<file path="src/rtl/ts_gate_scheduler_if.sv">
// Host-side bundle for the gate scheduler: time sync, config writes and gate outputs.
interface ts_gate_scheduler_if #(
    parameter int QUEUE_NUM = 8
);
    logic [47:0]          iv_sync_time;
    logic                 i_sync_time_wr;
    logic                 i_cfg_wr;
    logic [4:0]           iv_cfg_addr;
    logic [31:0]          iv_cfg_data;
    logic [QUEUE_NUM-1:0] ov_gate_state;
    logic [3:0]           ov_entry_idx;
    logic                 o_cycle_start;
    logic                 o_running;

    // Host / config block side.
    modport master (
        output iv_sync_time, i_sync_time_wr, i_cfg_wr, iv_cfg_addr, iv_cfg_data,
        input  ov_gate_state, ov_entry_idx, o_cycle_start, o_running
    );

    // Scheduler side.
    modport slave (
        input  iv_sync_time, i_sync_time_wr, i_cfg_wr, iv_cfg_addr, iv_cfg_data,
        output ov_gate_state, ov_entry_idx, o_cycle_start, o_running
    );
endinterface

</file>
<file path="src/rtl/ts_gate_scheduler.sv">
// Time-aware gate scheduler: local ns clock, base-time start and a cyclic gate
// control list driving per-queue gate-open bits to the egress arbiter.
module ts_gate_scheduler #(
    parameter int GCL_DEPTH = 8,
    parameter int QUEUE_NUM = 8,
    parameter int CLK_NS    = 8
) (
    input logic               i_clk,
    input logic               i_rst_n,
    ts_gate_scheduler_if.slave bus
);

    localparam int          IDX_W     = (GCL_DEPTH > 1) ? $clog2(GCL_DEPTH) : 1;
    localparam logic [23:0] STEP      = 24'(CLK_NS);
    localparam logic [47:0] TIME_STEP = 48'(CLK_NS);
    localparam logic [4:0]  ADDR_CTRL = 5'd16;
    localparam logic [4:0]  ADDR_BLO  = 5'd17;
    localparam logic [4:0]  ADDR_BHI  = 5'd18;

    typedef enum logic [1:0] {
        S_IDLE,
        S_WAIT_BASE,
        S_RUN
    } state_e;

    state_e               state_q, state_d;
    logic [47:0]          time_q;
    logic                 enable_q;
    logic [3:0]           list_len_q;
    logic [47:0]          base_time_q;
    logic [QUEUE_NUM-1:0] mask_q     [GCL_DEPTH];
    logic [23:0]          interval_q [GCL_DEPTH];

    logic [QUEUE_NUM-1:0] gate_q, gate_d;
    logic [3:0]           idx_q, idx_d;
    logic                 cycle_start_q, cycle_start_d;
    logic                 running_q, running_d;
    logic [23:0]          remaining_q, remaining_d;

    logic                 load_en;
    logic [3:0]           load_idx;
    logic [23:0]          load_ival;

    // Config decode; a control write clearing enable takes effect on the
    // same edge so it beats an entry expiry landing there.
    logic       entry_wr, ctrl_wr, disable_now, last_entry;
    logic [4:0] eff_len;

    assign entry_wr    = bus.i_cfg_wr && (bus.iv_cfg_addr < 5'(GCL_DEPTH));
    assign ctrl_wr     = bus.i_cfg_wr && (bus.iv_cfg_addr == ADDR_CTRL);
    assign disable_now = !enable_q || (ctrl_wr && !bus.iv_cfg_data[0]);
    assign eff_len     = ((list_len_q == 4'd0) || ({1'b0, list_len_q} > 5'(GCL_DEPTH)))
                         ? 5'(GCL_DEPTH) : {1'b0, list_len_q};
    // ">=" so a list shortened below the active index wraps on this expiry.
    assign last_entry  = ({1'b0, idx_q} >= (eff_len - 5'd1));

    // Local nanosecond time: realigned by the sync strobe, otherwise free-running.
    always_ff @(posedge i_clk or negedge i_rst_n) begin
        if (!i_rst_n) begin
            time_q <= '0;
        end else if (bus.i_sync_time_wr) begin
            time_q <= bus.iv_sync_time;
        end else begin
            time_q <= time_q + TIME_STEP;
        end
    end

    // Config registers and GCL storage.
    // NOTE: the GCL array is reset because a reset must lose the programmed list;
    // a memory with no reset requirement would be left out of the reset branch.
    always_ff @(posedge i_clk or negedge i_rst_n) begin
        if (!i_rst_n) begin
            enable_q    <= 1'b0;
            list_len_q  <= '0;
            base_time_q <= '0;
            for (int i = 0; i < GCL_DEPTH; i++) begin
                mask_q[i]     <= '0;
                interval_q[i] <= '0;
            end
        end else begin
            if (entry_wr) begin
                mask_q[bus.iv_cfg_addr[IDX_W-1:0]]     <= bus.iv_cfg_data[24 +: QUEUE_NUM];
                interval_q[bus.iv_cfg_addr[IDX_W-1:0]] <= bus.iv_cfg_data[23:0];
            end
            if (ctrl_wr) begin
                enable_q   <= bus.iv_cfg_data[0];
                list_len_q <= bus.iv_cfg_data[4:1];
            end
            if (bus.i_cfg_wr && (bus.iv_cfg_addr == ADDR_BLO)) begin
                base_time_q[31:0] <= bus.iv_cfg_data;
            end
            if (bus.i_cfg_wr && (bus.iv_cfg_addr == ADDR_BHI)) begin
                base_time_q[47:32] <= bus.iv_cfg_data[15:0];
            end
        end
    end

    // Scheduler state and registered outputs.
    // NOTE: sequential state uses non-blocking assignments so every register
    // samples pre-edge values; blocking here would create ordering races.
    always_ff @(posedge i_clk or negedge i_rst_n) begin
        if (!i_rst_n) begin
            state_q       <= S_IDLE;
            gate_q        <= '1;
            idx_q         <= '0;
            cycle_start_q <= 1'b0;
            running_q     <= 1'b0;
            remaining_q   <= '0;
        end else begin
            state_q       <= state_d;
            gate_q        <= gate_d;
            idx_q         <= idx_d;
            cycle_start_q <= cycle_start_d;
            running_q     <= running_d;
            remaining_q   <= remaining_d;
        end
    end

    // Next-state logic: base-time wait, entry countdown and list wrap.
    // NOTE: every variable gets a default first so no path infers a latch.
    always_comb begin
        state_d       = state_q;
        gate_d        = gate_q;
        idx_d         = idx_q;
        cycle_start_d = 1'b0;
        running_d     = running_q;
        remaining_d   = remaining_q;
        load_en       = 1'b0;
        load_idx      = '0;
        load_ival     = '0;

        if (disable_now) begin
            state_d   = S_IDLE;
            gate_d    = '1;
            idx_d     = '0;
            running_d = 1'b0;
        end else begin
            unique case (state_q)
                S_IDLE: begin
                    gate_d    = '1;
                    idx_d     = '0;
                    running_d = 1'b0;
                    state_d   = S_WAIT_BASE;
                end
                S_WAIT_BASE: begin
                    gate_d = '1;
                    // Pre-edge time, so a coincident sync load cannot mask a crossing.
                    if (time_q >= base_time_q) begin
                        state_d   = S_RUN;
                        running_d = 1'b1;
                        load_en   = 1'b1;
                    end
                end
                S_RUN: begin
                    if (remaining_q <= STEP) begin
                        load_en  = 1'b1;
                        load_idx = last_entry ? 4'd0 : (idx_q + 4'd1);
                    end else begin
                        remaining_d = remaining_q - STEP;
                    end
                end
                default: state_d = S_IDLE;
            endcase
        end

        if (load_en) begin
            load_ival     = interval_q[load_idx[IDX_W-1:0]];
            gate_d        = mask_q[load_idx[IDX_W-1:0]];
            idx_d         = load_idx;
            cycle_start_d = (load_idx == 4'd0);
            remaining_d   = (load_ival < STEP) ? STEP : load_ival;
        end
    end

    assign bus.ov_gate_state = gate_q;
    assign bus.ov_entry_idx  = idx_q;
    assign bus.o_cycle_start = cycle_start_q;
    assign bus.o_running     = running_q;

endmodule
</file>
<file path="src/flat_wrapper.sv">
// flat-port wrapper written by rule: the top's interface ports become plain ports
module ts_gate_scheduler_flat 
#(
    parameter int GCL_DEPTH = 8,
    parameter int QUEUE_NUM = 8,
    parameter int CLK_NS    = 8
)
  (i_clk, i_rst_n, bus_iv_sync_time, bus_i_sync_time_wr, bus_i_cfg_wr, bus_iv_cfg_addr, bus_iv_cfg_data, bus_ov_gate_state, bus_ov_entry_idx, bus_o_cycle_start, bus_o_running);
  ts_gate_scheduler_if #(.QUEUE_NUM(QUEUE_NUM)) bus_i ();
  input logic i_clk;
  input logic i_rst_n;
  input wire logic [$bits(bus_i.iv_sync_time)-1:0] bus_iv_sync_time;
  input wire logic [$bits(bus_i.i_sync_time_wr)-1:0] bus_i_sync_time_wr;
  input wire logic [$bits(bus_i.i_cfg_wr)-1:0] bus_i_cfg_wr;
  input wire logic [$bits(bus_i.iv_cfg_addr)-1:0] bus_iv_cfg_addr;
  input wire logic [$bits(bus_i.iv_cfg_data)-1:0] bus_iv_cfg_data;
  output wire logic [$bits(bus_i.ov_gate_state)-1:0] bus_ov_gate_state;
  output wire logic [$bits(bus_i.ov_entry_idx)-1:0] bus_ov_entry_idx;
  output wire logic [$bits(bus_i.o_cycle_start)-1:0] bus_o_cycle_start;
  output wire logic [$bits(bus_i.o_running)-1:0] bus_o_running;
  assign bus_i.iv_sync_time = bus_iv_sync_time;
  assign bus_i.i_sync_time_wr = bus_i_sync_time_wr;
  assign bus_i.i_cfg_wr = bus_i_cfg_wr;
  assign bus_i.iv_cfg_addr = bus_iv_cfg_addr;
  assign bus_i.iv_cfg_data = bus_iv_cfg_data;
  assign bus_ov_gate_state = bus_i.ov_gate_state;
  assign bus_ov_entry_idx = bus_i.ov_entry_idx;
  assign bus_o_cycle_start = bus_i.o_cycle_start;
  assign bus_o_running = bus_i.o_running;
  ts_gate_scheduler #(.GCL_DEPTH(GCL_DEPTH), .QUEUE_NUM(QUEUE_NUM), .CLK_NS(CLK_NS)) u_core (.i_clk(i_clk), .i_rst_n(i_rst_n), .bus(bus_i));
endmodule
</file>
<file path="config.mk">
export PLATFORM = sky130hd
export DESIGN_NAME = ts_gate_scheduler_flat
export DESIGN_NICKNAME = d
export VERILOG_FILES = /design/src/rtl/ts_gate_scheduler_if.sv /design/src/rtl/ts_gate_scheduler.sv /design/src/flat_wrapper.sv
export SDC_FILE = /design/constraint.sdc
export NUM_CORES = 1
export LEC_CHECK = 0
export CORE_MARGIN = 10
export CORE_UTILIZATION = 40
export CTS_CLUSTER_SIZE = 16
export DETAILED_ROUTE_END_ITERATION = 6
export GPL_TIMING_DRIVEN = 0
export SYNTH_ARGS = -nofsm -noshare
export SYNTH_HDL_FRONTEND = slang
export SYNTH_SLANG_ARGS = --single-unit
</file>
<file path="constraint.sdc">
create_clock -name i_clk -period 8.9 [get_ports i_clk]
set_input_delay 1.335 -clock i_clk [delete_from_list [all_inputs] [get_ports i_clk]]
set_output_delay 1.335 -clock i_clk [all_outputs]
set_load 0.02 [all_outputs]
</file>
==> summary.md <==
| Metric | Value |
|---|---|
| Data arrival, critical path | `7300 ps` |
| Routability cong. | `0.877` |
| Largest net degree at the start of global routing | `114` |
| Largest family of logic cells by synthesized area | `multiplexers` |
| Simple-gate share of the synthesized area | `11.8%` |
| Status | `complete, no violations` |
| Worst path max stage delay | `1020 ps` |
| Top Ports | `103` |
| Syn Inst Count | `1803` |
| Reg-to-reg startpoint | `u_core.bus.ov_entry_idx[0]` |
| Final WL | `60.7 mm` |
| Chip Width | `242 um` |
| Synthesized cell area | `19700 um^2` |
| RSZ-0062 raised after global routing | `no` |
| Max FO, Critical Path | `10` |
| P per Cell Area | `223 nW/um^2` |
| Avg WL per Cell | `22.9 um` |
| Total gr overflow | `0` |
| Post-synth net total | `1952` |
| Register bit count reported by yosys | `397` |
| Post-DP HPWL | `42.7 mm` |
| Share of cells above drive strength 1 | `19.5%` |
| Vias post-DR | `14.9k` |
| Synth Warn # | `0` |
| Post-synthesis sequential area ratio | `50.5%` |
| Sw Share | `26.8%` |
| Skew-Pair Late Insertion Delay | `580 ps` |
| Met2 GRT Util | `34.0%` |
| Final Cycle Share | `77.4%` |
| Compound-cell area share of the yosys netlist | `10.1%` |
| Starting DRT DRC Count | `1263` |
| Crit path launch | `u_core.bus.ov_entry_idx[0]` |
| Maximum vdd drop | `0.000124 V` |
| CP Launch Type | `register` |
| CTS buffer count | `45` |
| Clock sinks | `397` |
| Post_cts resized | `0` |
| Synth Area in Adders | `3.81%` |
| Vias/cell | `5.62` |
| Peak Freq | `145 MHz` |
| Top_reg_cell synth | `dfrtp_1` |
| Mux contribution to synthesized area | `17.8%` |
| Comb pwr share | `16.8%` |
| Total GRT Usage | `20.4%` |
| Worst EP required | `9310 ps` |
| Initial antenna violation count | `1` |
| Net Switching | `1.39 mW` |
| Fin. Hold Viols | `0` |
| Layout area overhead | `17.4%` |
| DRT Pass-1 Iters | `6` |
| Worst Skew | `11.6 ps` |
| Tot Pwr | `5.17 mW` |
| FFs w/ async S/R, synth | `100%` |
| Crit path time final | `6890 ps` |
| Register share of total power | `44.6%` |
| Hold buffers post-CTS | `0` |
| Met1 Use GR | `26.2%` |
| CP Cell Sequence | `clkbuf_1, inv_1, clkbuf_1, ha_1, nand2b_1, a311oi_1, nor2_1, clkbuf_1, nor3_1, clkbuf_1, a31oi_1, o21ai_0, o21ai_0, or4_4, a21boi_1` |
| IO buf count | `90` |
| Cell variety after synth | `76` |
| Number of flops mapped to enable cells by yosys | `0` |
| CTS clk-pin slew, worst paths | `60 ps` |
| Die Span Y | `242 um` |
| CTS max path bufs | `3` |
| P_int | `3.78 mW` |
| Reg2Reg Setup Slack | `2010 ps` |
| DR DRC count | `0` |
| Slowest stage cell, crit path | `nor3_1` |
| Met3 Use GR | `4.22%` |
| H-Tree Depth | `2` |
| Headroom to the max-slew limit | `20.8%` |
| Setup_tns | `0 ps` |
| Starting Density | `40.4%` |
| Fin nets | `2093` |
| CP Class | `reg2reg` |
| Synthesized area per cell | `10.9 um^2` |
| Final setup viols | `0` |
| Slew Limit Fails | `0` |
| Hold path startpoint | `u_core.interval_q[164]` |
| CTS tree | `yes` |
| Post-synthesis xor/xnor area fraction | `2.67%` |
| Die area | `58600 um^2` |
| Hold Crit Class | `reg2reg` |
| Most used cell, CP | `clkbuf_1` |
| Post CTS Setup Buffer Count | `0` |
| Vias in the first global route | `15.3k` |
| GR peak layer | `met2` |
| Max Cap Viol | `0` |
| Critical Path Sink Type | `register` |
| CTS root buf | `clkbuf_16` |
| Worst-margin pin slew | `1180 ps` |
| First-pass GRT wire length | `93.0 mm` |
| Std cell rows | `81` |
| Final ANT Viol Nets | `0` |
| Leakage power | `10.3 nW` |
| Core box area | `48800 um^2` |
| Clock Power Share | `38.6%` |
## state kept, by name, indices dropped and copies added (netlist names), 2 cells and up
register / cells
u_core.bus.ov_entry_idx: 4
u_core.remaining_q: 24
u_core.interval_q: 192
u_core.mask_q: 64
u_core.time_q: 48
u_core.base_time_q: 48
u_core.list_len_q: 4
u_core.state_q: 2
u_core.bus.ov_gate_state: 8
## power groups by stage
stage	clock network, mW	logic, mW	registers (mW)
floorplan	0	0.603	2.27
finish	1.99	0.869	2.31
global route	2.10	0.973	2.34
detailed placement	0	0.864	2.33
global placement	0	0.830	2.32
CTS	2.02	0.870	2.30
## final timing paths
path	endpoint	cells after the start
min in group asynchronous	u_core.mask_q[49]	1
max in group asynchronous	u_core.interval_q[132]	3
hold reg to reg	u_core.interval_q[164]	1
setup reg to reg	u_core.remaining_q[1]	15
hold / removal	u_core.interval_q[164]	1
setup / recovery	u_core.remaining_q[1]	15
## cell families after synthesis
kind of cell	count (synthesis)
simple gates	479
flops	397
compound gates	323
mux	314
buf+inv	169
fa+ha+maj	60
xor+xnor	60
other cells	1
## per-stage QoR
stage / cells / setup WS, ps / hold WS, ps / instance area [um^2] / util, %
after floorplan: 1803 / 4390 / 471 / 19700 / -
final: 2645 / 2010 / 497 / 23100 / 47.4
after global routing: 2645 / 1910 / 507 / 23100 / 47.4
after global placement: 2557 / -11010 / 480 / 21400 / 43.9
after CTS: 2643 / 2390 / 497 / 23100 / 47.3
after detailed placement: 2560 / 2440 / 484 / 21500 / 44.1
## final cells by class
| type | instances | area (um^2) |
|---|---|---|
| fill | 4566 | 25700 |
| sequential | 397 | 9940 |
| multi-input combinational | 1237 | 9100 |
| clock buffer | 61 | 1300 |
| timing repair buffer | 94 | 996 |
| tap | 664 | 831 |
| buffer | 111 | 445 |
| clock inverter | 22 | 293 |
| inverter | 58 | 218 |
| antenna | 1 | 2.50 |
## cell usage in the layout, fill, tap and decap left out, types with 13 or more instances in the layout
cell	instances
mux2i_1	45
buf_1	32
nor3_1	31
a211oi_1	13
xnor2_1	27
xor2_1	33
nand4_1	21
clkbuf_16	47
nand2_1	212
clkdlybuf4s50_1	89
a221oi_1	20
and3_1	15
nor2_1	67
nand3_1	53
clkinv_2	13
inv_1	58
clkbuf_1	73
a21oi_1	65
o21ai_0	131
a31oi_1	14
dfrtp_1	389
ha_1	60
mux2_2	266
## layer usage
layer,up-vias,routed length (um)
li1,6734,-
met1,7536,26200
met2,497,29000
met3,100,3890
met4,0,1550
met5,-,0
## worst max-delay path: cells and delay by family, from the launching register on
family                   cells  cell delay [ps]
buffers and inverters        5             2500
AND/OR/NAND/NOR              4             1940
AO/OA/AOI/OAI                5             1390
adder cells (fa/ha/maj)      1              440
flip-flops                   1              430
## Yosys cell counts, types with 5 or more instances
cell type    n  share of area [%]
a211oi_1    13               0.50
a21oi_1     65                1.7
a221oi_1    20               0.89
a22oi_1      7               0.27
a31oi_1     14               0.44
and2_1       5               0.16
and3_1      15               0.48
and4_1       6               0.27
buf_1       32               0.61
buf_2       11               0.28
clkbuf_1    66                1.3
dfrtp_1    389                 49
dfstp_2      8                1.1
ha_1        60                3.8
inv_1       58                1.1
mux2_2     266                 15
mux2i_1     45                2.3
nand2_1    212                4.0
nand2b_1     8               0.25
nand3_1     53                1.3
nand4_1     21               0.67
nor2_1      67                1.3
nor2b_1      6               0.19
nor3_1      31               0.79
nor4_1      11               0.35
o211ai_1     7               0.27
o21ai_0    131                3.3
o221ai_1     6               0.27
o22ai_1      9               0.29
o31a_1       7               0.31
or3_1       11               0.35
or4_1        6               0.23
xnor2_1     27                1.2
xor2_1      33                1.5
Power figures use the tool's default switching activity.
